<file path="config.mk">
export PLATFORM = sky130hd
export DESIGN_NAME = mt9v032_skew_ctrl_flat
export DESIGN_NICKNAME = d
export VERILOG_FILES = /design/src/rtl/mt9v032_skew_ctrl_if.sv /design/src/rtl/mt9v032_skew_ctrl.sv /design/src/flat_wrapper.sv
export SDC_FILE = /design/constraint.sdc
export NUM_CORES = 1
export LEC_CHECK = 0
export ABC_CLOCK_PERIOD_IN_PS = 5550
export BUFFER_PORTS_ARGS = -buffer_cell sky130_fd_sc_hd__buf_4
export CAP_MARGIN = 0
export CORE_UTILIZATION = 55
export CTS_BUF_LIST = sky130_fd_sc_hd__clkbuf_2 sky130_fd_sc_hd__clkbuf_4 sky130_fd_sc_hd__clkbuf_8
export DETAILED_ROUTE_END_ITERATION = 7
export PLACE_DENSITY = 0.73
export SYNTH_ARGS = -nofsm -noshare
export SYNTH_HDL_FRONTEND = slang
export SYNTH_SLANG_ARGS = --single-unit
</file>
<file path="constraint.sdc">
create_clock -name clk_9x -period 5.55 [get_ports clk_9x]
set_clock_uncertainty 0.15 [all_clocks]
set_input_delay 1.3875 -clock clk_9x [delete_from_list [all_inputs] [get_ports clk_9x]]
set_output_delay 1.3875 -clock clk_9x [all_outputs]
set_load 0.005 [all_outputs]
</file>
<file path="src/rtl/mt9v032_skew_ctrl_if.sv">
// Sensor-clock skew handshake between the vote integrator (master) and the
// clock-pattern rotator (slave).
interface mt9v032_skew_ctrl_if;
    logic skew_en;
    logic skew_inc;
    logic skew_ack;

    modport master (output skew_en, output skew_inc, input skew_ack);
    modport slave  (input skew_en, input skew_inc, output skew_ack);
endinterface

</file>
<file path="src/rtl/mt9v032_skew_ctrl.sv">
// Integrates early/late phase votes on clk_9x and requests single-step rotations
// of the sensor clock pattern, tracking the net skew position and lock.
//
// state     | meaning
// ----------+-------------------------------------------------------------
// S_IDLE    | integrating votes, counting step-free cycles toward lock
// S_REQ     | skew_en held high with fixed direction, waiting for skew_ack
// S_RELEASE | step taken, waiting for the responder to drop skew_ack
// S_HOLDOFF | votes discarded for HOLDOFF cycles while the new phase settles
module mt9v032_skew_ctrl #(
    parameter int THRESH      = 64,
    parameter int ACC_BITS    = 8,
    parameter int HOLDOFF     = 16,
    parameter int LOCK_CYCLES = 4096,
    parameter int PATTERN_LEN = 36
) (
    input  logic                       clk_9x,
    input  logic                       rst_9x,
    input  logic                       enable,
    input  logic                       phase_valid,
    input  logic                       phase_early,
    input  logic                       phase_late,
    mt9v032_skew_ctrl_if.master        skew,
    output logic [5:0]                 skew_pos,
    output logic                       locked
);

    localparam int LOCK_W = (LOCK_CYCLES < 1) ? 1 : $clog2(LOCK_CYCLES + 1);
    localparam int HOLD_W = (HOLDOFF < 1) ? 1 : $clog2(HOLDOFF + 1);

    localparam logic signed [ACC_BITS-1:0] ACC_HI  = ACC_BITS'(2 ** (ACC_BITS - 1) - 1);
    localparam logic signed [ACC_BITS-1:0] ACC_LO  = -ACC_HI;
    localparam logic signed [ACC_BITS-1:0] ACC_ONE = ACC_BITS'(1);
    localparam logic signed [ACC_BITS-1:0] THR_P   = ACC_BITS'(THRESH);
    localparam logic signed [ACC_BITS-1:0] THR_N   = -THR_P;
    localparam logic [LOCK_W-1:0]          LOCK_MAX = LOCK_W'(LOCK_CYCLES);
    localparam logic [HOLD_W-1:0]          HOLD_LOAD = HOLD_W'(HOLDOFF);
    localparam logic [5:0]                 POS_LAST = 6'(PATTERN_LEN - 1);

    typedef enum logic [1:0] {
        S_IDLE,
        S_REQ,
        S_RELEASE,
        S_HOLDOFF
    } state_t;

    state_t                      state;
    logic signed [ACC_BITS-1:0]  acc;
    logic signed [ACC_BITS-1:0]  acc_next;
    logic [LOCK_W-1:0]           lock_cnt;
    logic [LOCK_W-1:0]           lock_inc;
    logic [HOLD_W-1:0]           hold_cnt;
    logic [5:0]                  pos_up;
    logic [5:0]                  pos_dn;

    // Saturating vote integration; only consumed while in S_IDLE.
    always_comb begin
        acc_next = acc;
        if (enable && phase_valid) begin
            if (phase_early && !phase_late && (acc != ACC_HI)) begin
                acc_next = acc + ACC_ONE;
            end else if (phase_late && !phase_early && (acc != ACC_LO)) begin
                acc_next = acc - ACC_ONE;
            end
        end
    end

    always_comb begin
        lock_inc = (lock_cnt == LOCK_MAX) ? lock_cnt : lock_cnt + LOCK_W'(1);
        pos_up   = (skew_pos == POS_LAST) ? 6'd0 : skew_pos + 6'd1;
        pos_dn   = (skew_pos == 6'd0) ? POS_LAST : skew_pos - 6'd1;
    end

    always_ff @(posedge clk_9x or posedge rst_9x) begin
        if (rst_9x) begin
            state         <= S_IDLE;
            acc           <= '0;
            lock_cnt      <= '0;
            hold_cnt      <= '0;
            locked        <= 1'b0;
            skew_pos      <= 6'd0;
            skew.skew_en  <= 1'b0;
            skew.skew_inc <= 1'b0;
        end else begin
            case (state)
                S_IDLE: begin
                    if (!enable) begin
                        acc      <= '0;
                        lock_cnt <= '0;
                        locked   <= 1'b0;
                    // A stale ack defers the request so skew_en never rises under it.
                    end else if ((acc_next >= THR_P) && !skew.skew_ack) begin
                        skew.skew_en  <= 1'b1;
                        skew.skew_inc <= 1'b1;
                        acc           <= '0;
                        lock_cnt      <= '0;
                        locked        <= 1'b0;
                        state         <= S_REQ;
                    end else if ((acc_next <= THR_N) && !skew.skew_ack) begin
                        skew.skew_en  <= 1'b1;
                        skew.skew_inc <= 1'b0;
                        acc           <= '0;
                        lock_cnt      <= '0;
                        locked        <= 1'b0;
                        state         <= S_REQ;
                    end else begin
                        acc      <= acc_next;
                        lock_cnt <= lock_inc;
                        if (lock_inc == LOCK_MAX) begin
                            locked <= 1'b1;
                        end
                    end
                end

                S_REQ: begin
                    if (skew.skew_ack) begin
                        skew.skew_en <= 1'b0;
                        skew_pos     <= skew.skew_inc ? pos_up : pos_dn;
                        state        <= S_RELEASE;
                    end
                end

                S_RELEASE: begin
                    if (!skew.skew_ack) begin
                        if (HOLDOFF == 0) begin
                            state <= S_IDLE;
                        end else begin
                            hold_cnt <= HOLD_LOAD;
                            state    <= S_HOLDOFF;
                        end
                    end
                end

                S_HOLDOFF: begin
                    acc      <= '0;
                    hold_cnt <= hold_cnt - HOLD_W'(1);
                    if (hold_cnt <= HOLD_W'(1)) begin
                        state <= S_IDLE;
                    end
                end

                default: begin
                    state <= S_IDLE;
                end
            endcase
        end
    end

endmodule

</file>
<file path="src/flat_wrapper.sv">
// flat-port wrapper written by rule: the top's interface ports become plain ports
module mt9v032_skew_ctrl_flat 
#(
    parameter int THRESH      = 64,
    parameter int ACC_BITS    = 8,
    parameter int HOLDOFF     = 16,
    parameter int LOCK_CYCLES = 4096,
    parameter int PATTERN_LEN = 36
)
  (clk_9x, rst_9x, enable, phase_valid, phase_early, phase_late, skew_pos, locked, skew_skew_en, skew_skew_inc, skew_skew_ack);
  mt9v032_skew_ctrl_if skew_i ();
  input  logic clk_9x;
  input  logic rst_9x;
  input  logic enable;
  input  logic phase_valid;
  input  logic phase_early;
  input  logic phase_late;
  output logic [5:0] skew_pos;
  output logic locked;
  output wire logic [$bits(skew_i.skew_en)-1:0] skew_skew_en;
  output wire logic [$bits(skew_i.skew_inc)-1:0] skew_skew_inc;
  input wire logic [$bits(skew_i.skew_ack)-1:0] skew_skew_ack;
  assign skew_skew_en = skew_i.skew_en;
  assign skew_skew_inc = skew_i.skew_inc;
  assign skew_i.skew_ack = skew_skew_ack;
  mt9v032_skew_ctrl #(.THRESH(THRESH), .ACC_BITS(ACC_BITS), .HOLDOFF(HOLDOFF), .LOCK_CYCLES(LOCK_CYCLES), .PATTERN_LEN(PATTERN_LEN)) u_core (.clk_9x(clk_9x), .rst_9x(rst_9x), .enable(enable), .phase_valid(phase_valid), .phase_early(phase_early), .phase_late(phase_late), .skew(skew_i), .skew_pos(skew_pos), .locked(locked));
endmodule
</file>
==> results_tabular.tex <==
\begin{tabular}{lr}
\hline
Metric & Value \\
\hline
\multicolumn{2}{l}{\textbf{Run status}} \\
\quad Run status & complete, no violations \\
\multicolumn{2}{l}{\textbf{Layout}} \\
\quad Ratio of cells with drive above 1 in the final layout & a little over a tenth \\
\quad Area growth from synthesis to layout & 6.68\% \\
\quad Layout Nets & about 370 \\
\quad Final Non-Filler Cells & 421 \\
\quad N\_diodes & 0 \\
\multicolumn{2}{l}{\textbf{Synth}} \\
\quad Yosys top cell area share & 32.7\% \\
\quad Distinct cell type count of the synthesized netlist & 62 \\
\quad Sequential fraction of the synthesis area & around 33\% \\
\quad FFs w/ async S/R, synth & 100\% \\
\quad Post-Syn Area per Cell & 8.08 um\^{}2 \\
\quad Cell area after technology mapping & approximately 0.0028 mm\^{}2 \\
\quad Most used flip-flop cell after synthesis & dfrtp\_1 \\
\quad Complex-gate fraction of the synthesized area & between 20\% and 30\% \\
\quad Yosys warnings & 0 \\
\quad Portion of netlist area occupied by mux cells & between 2 and 3\% \\
\quad Post-synthesis share of cell area spent on and, or, nand and nor gates & $\sim$25\% \\
\quad Synthesized instance count & 350 \\
\quad Share of the synthesized netlist area taken by xor and xnor gates & between 2 and 3\% \\
\quad Synth top area cells & dfrtp\_1 33\%, ha\_1 6.2\%, nand2\_1 6.0\%, o21ai\_0 5.0\%, a31oi\_1 4.6\% \\
\quad Dominant cell type by area after synthesis & dfrtp\_1 \\
\quad Number of flip-flops and latches in the synthesized netlist & 37 \\
\quad Number of flops mapped to enable cells by yosys & 0 \\
\quad Main combinational cell family by area after synthesis & compound AO/OA/AOI/OAI gates \\
\quad Synthesized net count & roughly 370 \\
\quad Adder-Cell Fraction of Synth Area & around 6.2\% \\
\multicolumn{2}{l}{\textbf{STA}} \\
\quad Crit share post-route & around three quarters \\
\quad Relative slew slack & between 40\% and 50\% \\
\quad Maximum clock frequency & $\sim$0.24 GHz \\
\quad Final-report hold violation count & 0 \\
\quad Final period demand of the worst path & about 4.2 ns \\
\quad Count of pins over their slew limit & 0 \\
\quad Worst slew pin tran & 0.767 ns \\
\quad Setup repair after global routing missed its margin & no \\
\quad Total Negative Setup Slacks & 0 ns \\
\quad Number of endpoints failing setup at the final stage & 0 \\
\multicolumn{2}{l}{\textbf{Setup path}} \\
\quad Crit path capture type & flip-flop \\
\quad Capturing point of the worst reg2reg path & u\_core.state[1] \\
\quad Crit-path max FO & 22 \\
\quad Critical Setup Path Class & input port to flip-flop \\
\quad Required time reported for the critical path endpoint & roughly 5.6 ns \\
\quad Register-to-register path setup slack & between 2 and 2.5 ns \\
\quad Number of cells on the worst reg-to-reg path & 9 \\
\quad Startpoint type of the worst setup path & input port \\
\quad Reg-to-reg critical path startpoint & u\_core.acc[2] \\
\quad Arrival time of data at the critical path endpoint & between 4 and 5 ns \\
\multicolumn{2}{l}{\textbf{Detailed routing}} \\
\quad Number of detailed-route iterations in the first pass & 5 \\
\quad DRC & 0 \\
\quad Total vias in the final route & about 2700 \\
\quad WL final & approximately 6700 um \\
\quad Avg WL per Cell & 15.8 um \\
\quad Iteration-0 DRC Markers & about 180 \\
\quad Via/cell ratio & $\sim$6.3 \\
\quad Number of routed nets with antenna violations & 0 \\
\multicolumn{2}{l}{\textbf{Floorplanning}} \\
\quad Core ar. & slightly below 0.005 mm\^{}2 \\
\quad Number of placed I/O pins & 16 \\
\quad Vertical extent of the die & 73.7 um \\
\quad Count of standard-cell rows & 25 \\
\quad Die Span X & 73.7 um \\
\quad Starting Density & 58.3\% \\
\quad Area of the die & about 0.0054 mm\^{}2 \\
\multicolumn{2}{l}{\textbf{Global routing}} \\
\quad Antenna violations before repair & 0 \\
\quad Pin count of the biggest net entering global routing & 38 \\
\quad Congestion Overflow GR & 0 \\
\quad Overall track demand over capacity in global routing & between 20\% and 30\% \\
\quad Global-route wire length before repair & approximately 11000 um \\
\quad Via count of the first global-routing pass & around 2400 \\
\multicolumn{2}{l}{\textbf{Clock network}} \\
\quad Number of hold buffers added after CTS & 0 \\
\quad Clock root buffer master & clkbuf\_8 \\
\quad Resized cells post-CTS & 0 \\
\quad Htree depth & 2 \\
\quad Maximum clock path buffer count & 2 \\
\quad CTS tree & yes \\
\quad Clock latency reported for the late side of the worst-skew pair & roughly 0.29 ns \\
\quad Clock transition time at the flip-flop clock pins of the worst setup and hold paths & 0.08 ns \\
\quad Sink count of the clock tree & 37 \\
\quad CTS buffer count & 5 \\
\quad Setup Fix Bufs, Post-CTS & 0 \\
\multicolumn{2}{l}{\textbf{Hold path}} \\
\quad Class of the tightest hold or removal check & flip-flop to flip-flop \\
\quad Hold Crit Depth & 2 \\
\quad Start point of the worst hold path & u\_core.hold\_cnt[1] \\
\quad End of the worst hold path & u\_core.hold\_cnt[1] \\
\multicolumn{2}{l}{\textbf{Placed design}} \\
\quad Half-perimeter wire length after detailed placement & 4650 um \\
\quad Routability-driven placement congestion ratio & around 0.87 \\
\quad Number of placed instances with taps included & 413 \\
\quad Number of port buffers & 15 \\
\multicolumn{2}{l}{\textbf{Pwr}} \\
\quad Pwr per Cell Area & $\sim$480 mW/mm\^{}2 \\
\quad Peak supply drop & 180 uV \\
\quad Static leakage power & roughly 1.3 nW \\
\multicolumn{2}{l}{\textbf{Run}} \\
\quad Number of violations of the max-capacitance limit & 0 \\
\hline
\end{tabular}
[cells in the final DEF (no fill, tap or decap), types with 4 or more instances in the layout]
| cell | n |
|---|---|
| o22ai_1 | 4 |
| nor3_1 | 7 |
| inv_1 | 20 |
| xor2_1 | 5 |
| a21oi_1 | 20 |
| nand3_1 | 12 |
| xnor2_1 | 4 |
| ha_1 | 14 |
| clkbuf_8 | 5 |
| buf_4 | 16 |
| o21ai_0 | 28 |
| nor2_1 | 25 |
| nand2_1 | 45 |
| a31oi_1 | 21 |
| nand4_1 | 5 |
| nand2b_1 | 5 |
| nor2b_1 | 5 |
| dfrtp_1 | 37 |
| mux2i_1 | 5 |
| and3_1 | 8 |
[flip-flops by register name (all words and copies together) (netlist names)]
| signal | cells |
|---|---|
| u_core.state | 2 |
| u_core.skew.skew_en | 1 |
| u_core.acc | 8 |
| u_core.locked | 1 |
| u_core.skew_pos | 6 |
| u_core.hold_cnt | 5 |
| u_core.skew.skew_inc | 1 |
| u_core.lock_cnt | 13 |
[area by class of cell]
cell class                      instances  area [um^2]
Inverter                               20         75.1
Sequential cell                        37          926
Timing Repair Buffer                   16          120
Multi-Input combinational cell        273         1730
Tap cell                               67         83.8
Fill cell                             425         1830
Clock inverter                          3         17.5
Clock buffer                            5         68.8
[where the power goes]
part	total, mW	internal (mW)	switching [mW]
logic	0.752	0.320	0.432
registers	0.504	0.353	0.151
clock network	0.189	0.0867	0.102
total	1.44	0.760	0.685
[cell usage after synthesis, types with 3 or more instances]
cell / number
nand2b_1: 5
ha_1: 14
buf_2: 3
clkbuf_1: 14
nor4_1: 3
nor2_1: 25
nor2b_1: 5
a31oi_1: 21
xor2_1: 5
mux2i_1: 5
o21ai_0: 28
nand4_1: 5
a21oi_1: 20
o22ai_1: 4
xnor2_1: 4
and3_1: 8
nand3_1: 12
dfrtp_1: 37
o2bb2ai_1: 3
nand2_1: 45
nor3_1: 7
inv_1: 20
[worst max-delay path, cell delays in order]
cell and delay (ns):
buf_4 0.12, nor2b_1 0.49, nand4_1 0.22, o31a_1 0.32
a211oi_1 0.26, xnor2_1 0.19, a21oi_1 0.44, nand2_4 0.27
a21oi_2 0.23, mux2_1 0.33
[through the flow]
stage | hold WS, ns | power, mW | setup WS [ns] | utilization, % | cell area (um^2)
floorplan | 0.323 | 1.06 | 1.82 | - | 2830
global placement | 0.350 | 1.23 | 1.16 | 60.5 | 2930
detailed placement | 0.363 | 1.25 | 1.06 | 60.5 | 2930
CTS | 0.381 | 1.44 | 1.34 | 62.2 | 3020
global route | 0.393 | 1.57 | 1.08 | 62.2 | 3020
finish | 0.378 | 1.44 | 1.31 | 62.2 | 3020
[logic make-up after synthesis]
group	Yosys count
AND/OR/NAND/NOR	136
AO/OA/AOI/OAI	107
buffers and inverters	40
flip-flops	37
adder cells (fa/ha/maj)	14
XOR/XNOR	9
multiplexers	7
[worst max-delay path by stage]
stage	slack (ns)	endpoint	cells past startpoint	start
floorplan	1.82	u_core.state[1]	10	phase_early
global placement	1.16	u_core.state[1]	10	phase_late
detailed placement	1.06	u_core.state[1]	10	phase_late
CTS	1.34	u_core.state[1]	10	phase_late
global route	1.08	u_core.state[1]	10	phase_late
finish	1.31	u_core.state[1]	10	phase_late
[routing by layer]
| layer | wire, um | track usage, % | share of wire (%) | vias to the layer above |
|---|---|---|---|---|
| met5 | 0 | 0 | 0 | - |
| met4 | 89 | 7.69 | 1.3 | 0 |
| met3 | 292 | 3.84 | 4.4 | 12 |
| met2 | 3110 | 43.5 | 47 | 80 |
| met1 | 3170 | 37.2 | 48 | 1292 |
| li1 | - | - | - | 1279 |
Power figures use the tool's default switching activity.
